==> src/rtl/vram_blit_ctrl.sv <==
// Display VRAM sequencer and arbiter: runs clear/scroll commands as per-pixel
// read-modify-write sequences and shares the single VRAM port with the CPU.
module vram_blit_ctrl #(
  parameter int HW = 7,
  parameter int VW = 6,
  parameter int PW = 2
) (
  input  logic          clk,
  input  logic          reset,
  input  logic          cmd_valid,
  output logic          cmd_ready,
  input  logic [2:0]    cmd_op,
  input  logic [3:0]    cmd_n,
  input  logic [PW-1:0] cmd_planes,
  input  logic          hires,
  input  logic          cpu_req,
  output logic          cpu_gnt,
  input  logic [HW-1:0] cpu_hpos,
  input  logic [VW-1:0] cpu_vpos,
  input  logic [PW-1:0] cpu_pixeli,
  input  logic          cpu_we,
  output logic [PW-1:0] cpu_pixelo,
  output logic [HW-1:0] vram_hpos,
  output logic [VW-1:0] vram_vpos,
  output logic [PW-1:0] vram_pixeli,
  output logic          vram_we,
  input  logic [PW-1:0] vram_pixelo,
  output logic          busy,
  output logic          done
);

  typedef enum logic [1:0] {IDLE, S0, S1, S2} state_e;

  localparam logic [2:0] OP_CLEAR = 3'd0;
  localparam logic [2:0] OP_DOWN  = 3'd1;
  localparam logic [2:0] OP_UP    = 3'd2;
  localparam logic [2:0] OP_RIGHT = 3'd3;
  localparam logic [2:0] OP_LEFT  = 3'd4;

  state_e        state_q, state_d;
  logic [HW-1:0] x_q, x_d;
  logic [VW-1:0] y_q, y_d;
  logic [2:0]    op_q, op_d;
  logic [3:0]    n_q, n_d;
  logic [PW-1:0] planes_q, planes_d;
  logic          hires_q, hires_d;
  logic [PW-1:0] src_q, src_d;
  logic          done_q, done_d;

  logic [HW-1:0] x_max, x_top_in;
  logic [VW-1:0] y_max, y_top_in;
  logic          desc, desc_in, last_px;
  logic [HW:0]   src_x_e;
  logic [VW:0]   src_y_e;
  logic          src_ok;
  logic [PW-1:0] new_pix;

  assign x_max    = hires_q ? '1 : {1'b0, {(HW-1){1'b1}}};
  assign y_max    = hires_q ? '1 : {1'b0, {(VW-1){1'b1}}};
  assign x_top_in = hires   ? '1 : {1'b0, {(HW-1){1'b1}}};
  assign y_top_in = hires   ? '1 : {1'b0, {(VW-1){1'b1}}};
  assign desc     = (op_q == OP_DOWN) || (op_q == OP_RIGHT);
  assign desc_in  = (cmd_op == OP_DOWN) || (cmd_op == OP_RIGHT);
  assign last_px  = desc ? (x_q == '0 && y_q == '0) : (x_q == x_max && y_q == y_max);
  assign new_pix  = (src_q & planes_q) | (vram_pixelo & ~planes_q);

  // Source coordinate is one bit wider than the screen so range checks never wrap.
  always_comb begin
    src_x_e = {1'b0, x_q};
    src_y_e = {1'b0, y_q};
    src_ok  = 1'b0;
    case (op_q)
      OP_DOWN: begin
        src_y_e = {1'b0, y_q} - (VW+1)'(n_q);
        src_ok  = {1'b0, y_q} >= (VW+1)'(n_q);
      end
      OP_UP: begin
        src_y_e = {1'b0, y_q} + (VW+1)'(n_q);
        src_ok  = src_y_e <= {1'b0, y_max};
      end
      OP_RIGHT: begin
        src_x_e = {1'b0, x_q} - (HW+1)'(4);
        src_ok  = {1'b0, x_q} >= (HW+1)'(4);
      end
      OP_LEFT: begin
        src_x_e = {1'b0, x_q} + (HW+1)'(4);
        src_ok  = src_x_e <= {1'b0, x_max};
      end
      default: ;
    endcase
  end

  // NOTE: reset is sampled on the clock edge; the pixel memory lives outside
  // this block, so only the small control registers need a reset value.
  always_ff @(posedge clk) begin
    if (!reset) begin
      state_q  <= IDLE;
      x_q      <= '0;
      y_q      <= '0;
      op_q     <= '0;
      n_q      <= '0;
      planes_q <= '0;
      hires_q  <= 1'b0;
      src_q    <= '0;
      done_q   <= 1'b0;
    end else begin
      // NOTE: non-blocking so every register updates from pre-edge values.
      state_q  <= state_d;
      x_q      <= x_d;
      y_q      <= y_d;
      op_q     <= op_d;
      n_q      <= n_d;
      planes_q <= planes_d;
      hires_q  <= hires_d;
      src_q    <= src_d;
      done_q   <= done_d;
    end
  end

  always_comb begin
    // NOTE: every signal gets a default first so no path infers a latch.
    state_d  = state_q;
    x_d      = x_q;
    y_d      = y_q;
    op_d     = op_q;
    n_d      = n_q;
    planes_d = planes_q;
    hires_d  = hires_q;
    src_d    = src_q;
    done_d   = 1'b0;
    case (state_q)
      IDLE: if (cmd_valid) begin
        op_d     = cmd_op;
        n_d      = cmd_n;
        planes_d = cmd_planes;
        hires_d  = hires;
        if (cmd_op > OP_LEFT) begin
          done_d = 1'b1;
        end else begin
          state_d = S0;
          x_d     = desc_in ? x_top_in : '0;
          y_d     = desc_in ? y_top_in : '0;
        end
      end
      S0: if (!cpu_gnt) state_d = S1;
      S1: begin
        state_d = S2;
        src_d   = src_ok ? vram_pixelo : '0;
      end
      S2: begin
        if (last_px) begin
          state_d = IDLE;
          done_d  = 1'b1;
        end else begin
          state_d = S0;
          if (desc) begin
            x_d = (x_q == '0) ? x_max : x_q - 1'b1;
            y_d = (x_q == '0) ? y_q - 1'b1 : y_q;
          end else begin
            x_d = (x_q == x_max) ? '0 : x_q + 1'b1;
            y_d = (x_q == x_max) ? y_q + 1'b1 : y_q;
          end
        end
      end
      default: state_d = IDLE;
    endcase
  end

  // The CPU only wins the port at pixel boundaries, never mid read-modify-write.
  always_comb begin
    cmd_ready   = (state_q == IDLE);
    busy        = (state_q != IDLE);
    done        = done_q;
    cpu_gnt     = cpu_req && (state_q == IDLE || state_q == S0);
    cpu_pixelo  = vram_pixelo;
    vram_hpos   = '0;
    vram_vpos   = '0;
    vram_pixeli = '0;
    vram_we     = 1'b0;
    if (cpu_gnt) begin
      vram_hpos   = cpu_hpos;
      vram_vpos   = cpu_vpos;
      vram_pixeli = cpu_pixeli;
      vram_we     = cpu_we;
    end else begin
      case (state_q)
        S0: begin
          vram_hpos = src_x_e[HW-1:0];
          vram_vpos = src_y_e[VW-1:0];
        end
        S1: begin
          vram_hpos = x_q;
          vram_vpos = y_q;
        end
        S2: begin
          vram_hpos   = x_q;
          vram_vpos   = y_q;
          vram_pixeli = new_pix;
          vram_we     = 1'b1;
        end
        default: ;
      endcase
    end
  end

endmodule

==> config.mk <==
export PLATFORM = sky130hd
export DESIGN_NAME = vram_blit_ctrl
export DESIGN_NICKNAME = d
export VERILOG_FILES = /design/src/rtl/vram_blit_ctrl.sv
export SDC_FILE = /design/constraint.sdc
export NUM_CORES = 1
export LEC_CHECK = 0
export CORE_UTILIZATION = 52
export DETAILED_ROUTE_END_ITERATION = 8
export DONT_BUFFER_PORTS = 1
export GPL_TIMING_DRIVEN = 0
export HOLD_SLACK_MARGIN = 0.12
export PLACE_DENSITY = 0.77
export SLEW_MARGIN = 10
export SYNTH_ARGS = -nofsm -noshare
export SYNTH_HDL_FRONTEND = slang
export SYNTH_SLANG_ARGS = --single-unit
==> constraint.sdc <==
create_clock -name clk -period 3.5 [get_ports clk]
set_input_delay 0.7 -clock clk [delete_from_list [all_inputs] [get_ports clk]]
set_output_delay 0.7 -clock clk [all_outputs]
set_load 0.05 [all_outputs]
== After elaboration in Yosys (flattened, before gate mapping) ==
Index checks and enable logic that the tools add are counted.

* Bits in registers: 28
* Input bits: 32
* Output and inout port bits: 22

* Add/subtract/negate cells: 8
* Order comparisons: 5
* Equal/unequal tests: 17
* Multiplexer cells: 42
* Bitwise gates (word level): 4
* Reductions and logical operators: 16

{| class="wikitable"
|+ Operators by type and width
! operator !! number
|-
| $mux W7 || 10
|-
| $mux W6 || 10
|-
| $pmux W7 S2 || 3
|-
| $pmux W6 S2 || 3
|-
| $mux W2 || 6
|-
| $eq A3 B2 Y1 const B || 3
|-
| $add A7 B3 Y8 const B || 1
|-
| $le A8 B7 Y1 || 1
|-
| $ne A2 B2 Y1 const B || 4
|-
| $pmux W2 S4 || 1
|-
| $add A6 B4 Y7 || 1
|-
| $add A7 B1 Y7 const B || 1
|-
| $eq A7 B7 Y1 || 1
|-
| $ge A7 B3 Y1 const B || 1
|-
| $le A7 B6 Y1 || 1
|-
| $logic_not A7 Y1 || 1
|-
| $mux W1 || 7
|-
| $sub A7 B1 Y7 const B || 1
|-
| $sub A7 B3 Y7 const B || 1
|-
| $add A6 B1 Y6 const B || 1
|-
| $eq A3 B1 Y1 const B || 2
|-
| $eq A6 B6 Y1 || 1
|-
| $ge A6 B4 Y1 || 1
|-
| $logic_not A6 Y1 || 1
|-
| other kinds (21) || 29
|}

== Logic depth before layout (Yosys ltp) ==
* Word-level depth: 6
* Mapped depth: 14

== Least setup slack after synthesis ==
OpenSTA, ideal clock, no wires.

* Path kind: flip-flop to output port
* Start point: reg state_q[0]
* End point: out vram_hpos[6]
* Arrival: 2.780 ns
* Required time: 2.800 ns
* Path slack: 0.020 ns
* Stages on the path, launching flop included: 7
* Path buffers: 1
* Path through: dfxtp_1 > inv_1 > ha_1 > o21a_1 > or2_2 > clkbuf_1 > o31ai_1

* Cells in the longest elaborated chain, start to end: 4

{| class="wikitable"
|+ Ends and longest elaborated chain
! what !! RTL line !! text
|-
| from (decl) || 40 || <nowiki>state_e state_q, state_d;</nowiki>
|-
| from (signal assigned) || 108 || <nowiki>state_q <= state_d;</nowiki>
|-
| $logic_not A2 Y1 || -- ||
|-
| net cmd_ready || 11 || <nowiki>output logic cmd_ready,</nowiki>
|-
| $logic_or A1 B1 Y1 || 174 || <nowiki>cpu_gnt = cpu_req && (state_q == IDLE || state_q == S0);</nowiki>
|-
| $logic_and A1 B1 Y1 || 174 ||
|-
| $mux W7 || 180 || <nowiki>if (cpu_gnt) begin</nowiki>
|-
| to (decl) || 23 || <nowiki>output logic [HW-1:0] vram_hpos,</nowiki>
|}

The timed path passes the listed nets, and every way through them passes these cells.

== Worst setup path after layout ==
* Start point: reg state_q[0]
* End point: out vram_hpos[5]

Same word-level chain as after synthesis.

==> impl_metrics.json <==
{
  "fmax_mhz": 296,
  "ant_nets": 0,
  "die_w_um": 77.3,
  "ys.flop_type": "dfxtp_1",
  "finalHoldViolCount": 0,
  "htreeDepth": 1,
  "power.share.clock_pct": 10.9,
  "ys_types": 63,
  "path_class": "flop to primary output",
  "synth-seq-cells": 28,
  "grt.total_usage_pct": 28.1,
  "dr.pass1.iters": 5,
  "synth_edf_count": 0,
  "die_h_um": 77.3,
  "power.density_nw_per_um2": 738,
  "placed_cell_area_um2": 3050,
  "r2r-end": "src_q[0]$_SDFFE_PN0P_",
  "via_per_inst": 6.60,
  "area_delta_synth_final_pct": 8.52,
  "outcome": "finished, final reports clean",
  "clk_latency_ns": 0.27,
  "cts_buffers": 3,
  "internal-power_mw": 1.06,
  "synth_top_area_cell": "dfxtp_1",
  "avgSynthCellArea_um2": 7.25,
  "worstHoldStart": "src_q[0]$_SDFFE_PN0P_",
  "grt_pass1_vias": 2899,
  "instances_no_fill": 483,
  "vias": 3186,
  "drtIter0Drc": 314,
  "relSlewSlack_pct": 36.5,
  "setup_viol": 0,
  "clock_path_buffers": 2,
  "dp_hpwl_um": 6450,
  "grt_pass1_wl_um": 13700,
  "vdd_drop_max_mv": 0.619,
  "synthesis.nets": 467,
  "arrival_ns": 2.67,
  "hold_end": "src_q[0]$_SDFFE_PN0P_",
  "routed_wirelength_um": 8470,
  "synthCells": 407,
  "n_fill_cell": 537,
  "tritoncts": "yes",
  "slew_viol_final": 0,
  "period_needed_ns": 3.37,
  "start_util_pct": 53.9,
  "clk_pin_slew_ns": 0.10,
  "ys_warn_count": 0,
  "synth_top_area_share_pct": 19.0,
  "synth_area_leaders": "dfxtp_1, ha_1, nand2_1, o21ai_0, a21oi_1",
  "p_comb_share_pct": 67.7,
  "critPathLaunch": "state_q[0]$_SDFFE_PN0P_",
  "cp_max_fo": 7,
  "seq_area_um2": 563,
  "cts_resized": 6,
  "total_power_mw": 2.36,
  "p_sw_mw": 1.30,
  "io_buffers": 0,
  "clock_sinks": 28,
  "routedWlPerCell_um": 17.5,
  "nets": 472,
  "drc": 0,
  "antenna_found_initial": 0,
  "coreArea_um2": 5470,
  "whs_path_depth": 2,
  "row_count": 27,
  "leakage_nw": 1.21,
  "met3WireLength_um": 782,
  "finalCritPeriodShare_pct": 96.4,
  "cp.required_ns": 2.80,
  "critical_path.endpoint_type": "primary output",
  "pwr-share-seq_pct": 21.4,
  "multiInputGateArea_um2": 2250,
  "design_area_um2": 3200,
  "seq_area_frac_synth_pct": 19.0,
  "r2r_slack_ns": 0.44,
  "overflow": 0,
  "rr_startpoint": "y_q[2]$_SDFFE_PN0P_",
  "start_kind": "flop",
  "wl_met1_um": 3630,
  "gp_congestion": 0.982,
  "holdWs_ns": 0.488,
  "worst_pin_slew_ns": 0.947,
  "pin_count": 54,
  "finalClockSkew_ns": 0.00331,
  "highest_layer": "met4",
  "swShare_pct": 55.2,
  "hp-class": "flop to flop",
  "syn_area_um2": 2950,
  "drive_above_1_share_pct": 11.7,
  "die_area_um2": 5980,
  "synthArstFlopShare_pct": 0,
  "root_buffer": "clkbuf_8",
  "maxCapViolCount": 0,
  "dr_wl_met2_um": 3890,
  "diodes": 0,
  "post-place-cells": 479,
  "post-cts-setup-buffers": 0,
  "reg2reg_depth": 12,
  "grt_max_degree": 17,
  "hold_buffers": 0
}
-- per-stage QoR --
stage / setup WS [ns] / utilization, % / TNS, ns
after global placement: -0.224 / 55.6 / -1.14
final: 0.126 / 58.5 / 0
after CTS: -0.148 / 57.5 / -0.148
after global routing: -0.00323 / 58.5 / -0.00365
after floorplan: 0.0203 / - / 0
after detailed placement: 0.0337 / 55.8 / 0
-- power groups by stage --
| stage | logic (mW) | clock network (mW) | registers [mW] |
|---|---|---|---|
| final | 1.60 | 0.259 | 0.506 |
| after global routing | 1.74 | 0.273 | 0.517 |
| after CTS | 1.52 | 0.259 | 0.502 |
| after detailed placement | 1.50 | 0 | 0.510 |
| after global placement | 1.45 | 0 | 0.507 |
| after floorplan | 1.23 | 0 | 0.473 |
-- cells in the mapped netlist, drive strengths merged (5+ instances only) --
library cell	count
a211oi	7
a21oi	31
a22oi	7
a31oi	9
buf	12
clkbuf	15
dfxtp	28
ha	25
inv	23
nand2	52
nand3	11
nand4	5
nor2	34
nor3	16
o21ai	32
o22ai	5
xnor2	11
xor2	5
-- per-layer routing --
metal | GRT usage (%) | up-vias
met4 | 8.11 | 0
met3 | 2.35 | 23
met2 | 46.9 | 183
met1 | 38.3 | 1488
met5 | 0 | -
li1 | - | 1492
-- worst max-delay path: stages (launching register included) --
cell and delay [ns]:
dfxtp_1 0.34, inv_1 0.19, ha_4 0.29, o21a_1 0.33, or2_2 0.16, clkbuf_1 0.41
nor2_1 0.17, a221o_2 0.50
-- registers in the layout, indices dropped and copies added (netlist names) --
register	cells
op_q	3
planes_q	2
n_q	4
done	1
x_q	7
state_q	2
hires_q	1
y_q	6
src_q	2
-- cell usage in the layout, fill, tap and decap left out, types with 5 or more instances in the layout --
master and n:
nand2_1 51, buf_2 5, xnor2_1 11, inv_1 22
xor2_1 5, nand3_1 11, o22ai_1 5, nor3_1 15
dfxtp_1 26, nand4_1 5, a211oi_1 7, a22oi_1 7
a21oi_1 31, clkbuf_1 14, o21ai_0 24, ha_1 24
nor2_1 33, a31oi_1 9, o21ai_2 5
-- how the worst max path moves through the flow --
| stage | end | slack (ns) | cells after the start |
|---|---|---|---|
| floorplan | vram_hpos[6] | 0.02 | 6 |
| global placement | vram_hpos[6] | -0.22 | 8 |
| detailed placement | vram_vpos[2] | 0.03 | 6 |
| CTS | vram_hpos[6] | -0.15 | 8 |
| global route | vram_vpos[5] | -0.003 | 8 |
| finish | vram_hpos[5] | 0.13 | 7 |
-- final cells by class --
class | instances | share of cell area [%]
Multi-Input combinational cell | 328 | 70.2
Sequential cell | 28 | 17.6
Buffer | 27 | 4.37
Inverter | 24 | 2.81
Tap cell | 72 | 2.81
Clock buffer | 3 | 1.29
Clock inverter | 1 | 0.938
-- logic make-up (layout without fill, tap and decap cells) --
logic type | after synthesis | after routing | synth area share (%)
flip-flops | 28 | 28 | 19.0
AND/OR/NAND/NOR | 146 | 146 | 23.7
buffers and inverters | 51 | 55 | 7.71
AO/OA/AOI/OAI | 131 | 131 | 29.7
multiplexers | 7 | 7 | 2.50
adder cells (fa/ha/maj) | 28 | 28 | 12.6
XOR/XNOR | 16 | 16 | 4.75
(Power assumes the default switching activity.)
==> RTL edit, RTL diff (same flow settings) <==
The parameter `VW` goes from 6 to 12.
--- a/src/rtl/vram_blit_ctrl.sv
+++ b/src/rtl/vram_blit_ctrl.sv
@@ -4,3 +4,3 @@
   parameter int HW = 7,
-  parameter int VW = 6,
+  parameter int VW = 12,
   parameter int PW = 2
Interface: changed (resized cpu_vpos and vram_vpos); port bits go from 54 to 66. The function was not compared with the original's and may differ.
==> RTL edit against the original RTL <==
The run now ends with setup timing left; power up 47%; routed wire length up 52%; cell area up 39%; sequential cell count up 6; area after synthesis up 28%; fmax down 6.3%; setup slack worse by 0.23 ns; largest power group unchanged.
==> RTL edit: results (changes against the original RTL) <==
Parameter                              Value

Outcome
  Outcome ... finished with violations (was complete, no violations)
  Violations in the final reports ... setup timing

Timing
  Final Worst Setup Slack ... -0.1006 ns (was 0.1258 ns)
  Clock Skews ... 0.005889 ns (was 0.003313 ns)
  Total negative slack ... -0.1316 ns (was 0 ns)
  Finish-stage setup viols ... 2 (was 0)
  Final-layout worst hold slack ... 0.4891 ns (was 0.4884 ns)

Critical path
  Reg-to-reg critical path startpoint ... op_q[2] (was y_q[2])
  Max Fanout on Critical Path ... 5 (was 7)
  Setup slack, reg-to-reg ... 0.25 ns (was 0.44 ns)
  Slowest-stage cell, CP ... sky130_fd_sc_hd__o211ai_1 (was sky130_fd_sc_hd__a221o_2)

Power
  Relative contribution of the clock network to total power ... 9.1% (was 10.9%)
  Lkg Pwr ... 1.745 nW (was 1.215 nW)
  Switching power ... 0.001941 W (was 0.001303 W)
  Worst IR Drop VDD ... 0.3992 mV (was 0.6191 mV)

Cells and area
  Share of post-route cells with drive strength above 1 ... 19.42% (was 11.68%)
  Number of fillers in the final layout ... 624 (was 537)
  Total Nets Final ... 627 (was 472)
  Top Registers ... y_q x12, x_q x7, n_q x4 (was x_q x7, y_q x6, n_q x4)

Logic synthesis
  Ranking of synthesized cells by area ... sky130_fd_sc_hd__dfxtp_1 18%, sky130_fd_sc_hd__ha_1 10%, sky130_fd_sc_hd__nand2_1 7.4%, sky130_fd_sc_hd__o21ai_0 6.5%, sky130_fd_sc_hd__a21oi_1 6.2% (was sky130_fd_sc_hd__dfxtp_1 19%, sky130_fd_sc_hd__ha_1 11%, sky130_fd_sc_hd__nand2_1 6.6%, sky130_fd_sc_hd__o21ai_0 5.4%, sky130_fd_sc_hd__a21oi_1 5.3%)
  Post-synthesis net count ... 602 (was 467)
  Share of synthesized area occupied by flip-flops and latches ... 17.96% (was 18.99%)
  Number of different library cells in the post-synthesis netlist ... 69 (was 63)

Clock network
  Number of H-tree branching levels ... 2 (was 1)
  Insertion delay to the later sink of the worst-skew pair ... 0.29 ns (was 0.27 ns)

Routing
  Number of detailed-routing iterations run before antenna repair ... 9 (was 5)
  DRC violation total after the first TritonRoute iteration ... 526 (was 314)
  Average wire per standard cell ... 19.77 µm (was 17.54 µm)

Worst hold path
  Endpoint, Worst Hold ... n_q[3] (was src_q[0])

Global route
  Number of global-route vias before repair ... 3859 (was 2899)
  Overall track demand over capacity in global routing ... 32.95% (was 28.06%)
  Maximum number of pins on one net before global-route repair ... 21 (was 17)

Place
  Detail Placement HPWL ... 9186 µm (was 6449 µm)
## RTL edit: metrics by stage
| step | instance area [µm²] | instances | util (%) |
|---|---|---|---|
| floorplan | 3802 | 530 | - |
| global placement | 3923 | 626 | 56.79 |
| detailed placement | 3940 | 626 | 57.05 |
| CTS | 4294 | 642 | 62.17 |
| global route | 4458 | 652 | 64.55 |
| finish | 4458 | 652 | 64.55 |
## RTL edit: logic make-up after synthesis
family	after synthesis	synth area share, %
AOI/OAI and AO/OA	196	34.34
buffers and inverters	61	6.867
xor gates and xnor gates	21	4.853
DFF	34	17.96
muxes	3	0.7924
adders and majority gates	34	11.82
and+or+nand+nor	181	23.37
## RTL edit: power groups by stage
stage               Combinational (W)  Sequential (W)  Clock, W
finish                        0.00249        0.000660  0.000317
global route                  0.00266        0.000671  0.000339
CTS                           0.00231        0.000650  0.000325
detailed placement            0.00212        0.000648         0
global placement              0.00206        0.000640         0
floorplan                     0.00169        0.000596         0
## RTL edit: metal layers
layer	vias to the layer above	wire length (µm)	track usage, %
li1	2011	-	-
met1	2035	5410	44.51
met2	250	5930	52.06
met3	41	1204	4.739
met4	0	347	14.31
met5	-	0	0
## RTL edit: cell type report
class	instances	area, µm²	area share, %
timing repair buffer	23	172.7	3.873
sequential	34	700.7	15.72
clock buffer	7	86.33	1.937
tap	96	120.1	2.694
clock inverter	1	5.005	0.1123
inverter	23	93.84	2.105
buffer	33	166.4	3.733
multi-input combinational	435	3113	69.83
## RTL edit: worst max-delay path by stage
stage	end	slack, ns
final	vram_vpos[11]	-0.10
after global routing	vram_vpos[11]	-0.16
after CTS	vram_vpos[11]	-0.05
after detailed placement	vram_hpos[0]	-0.51
after global placement	vram_vpos[8]	-0.73
after floorplan	vram_vpos[8]	-0.07
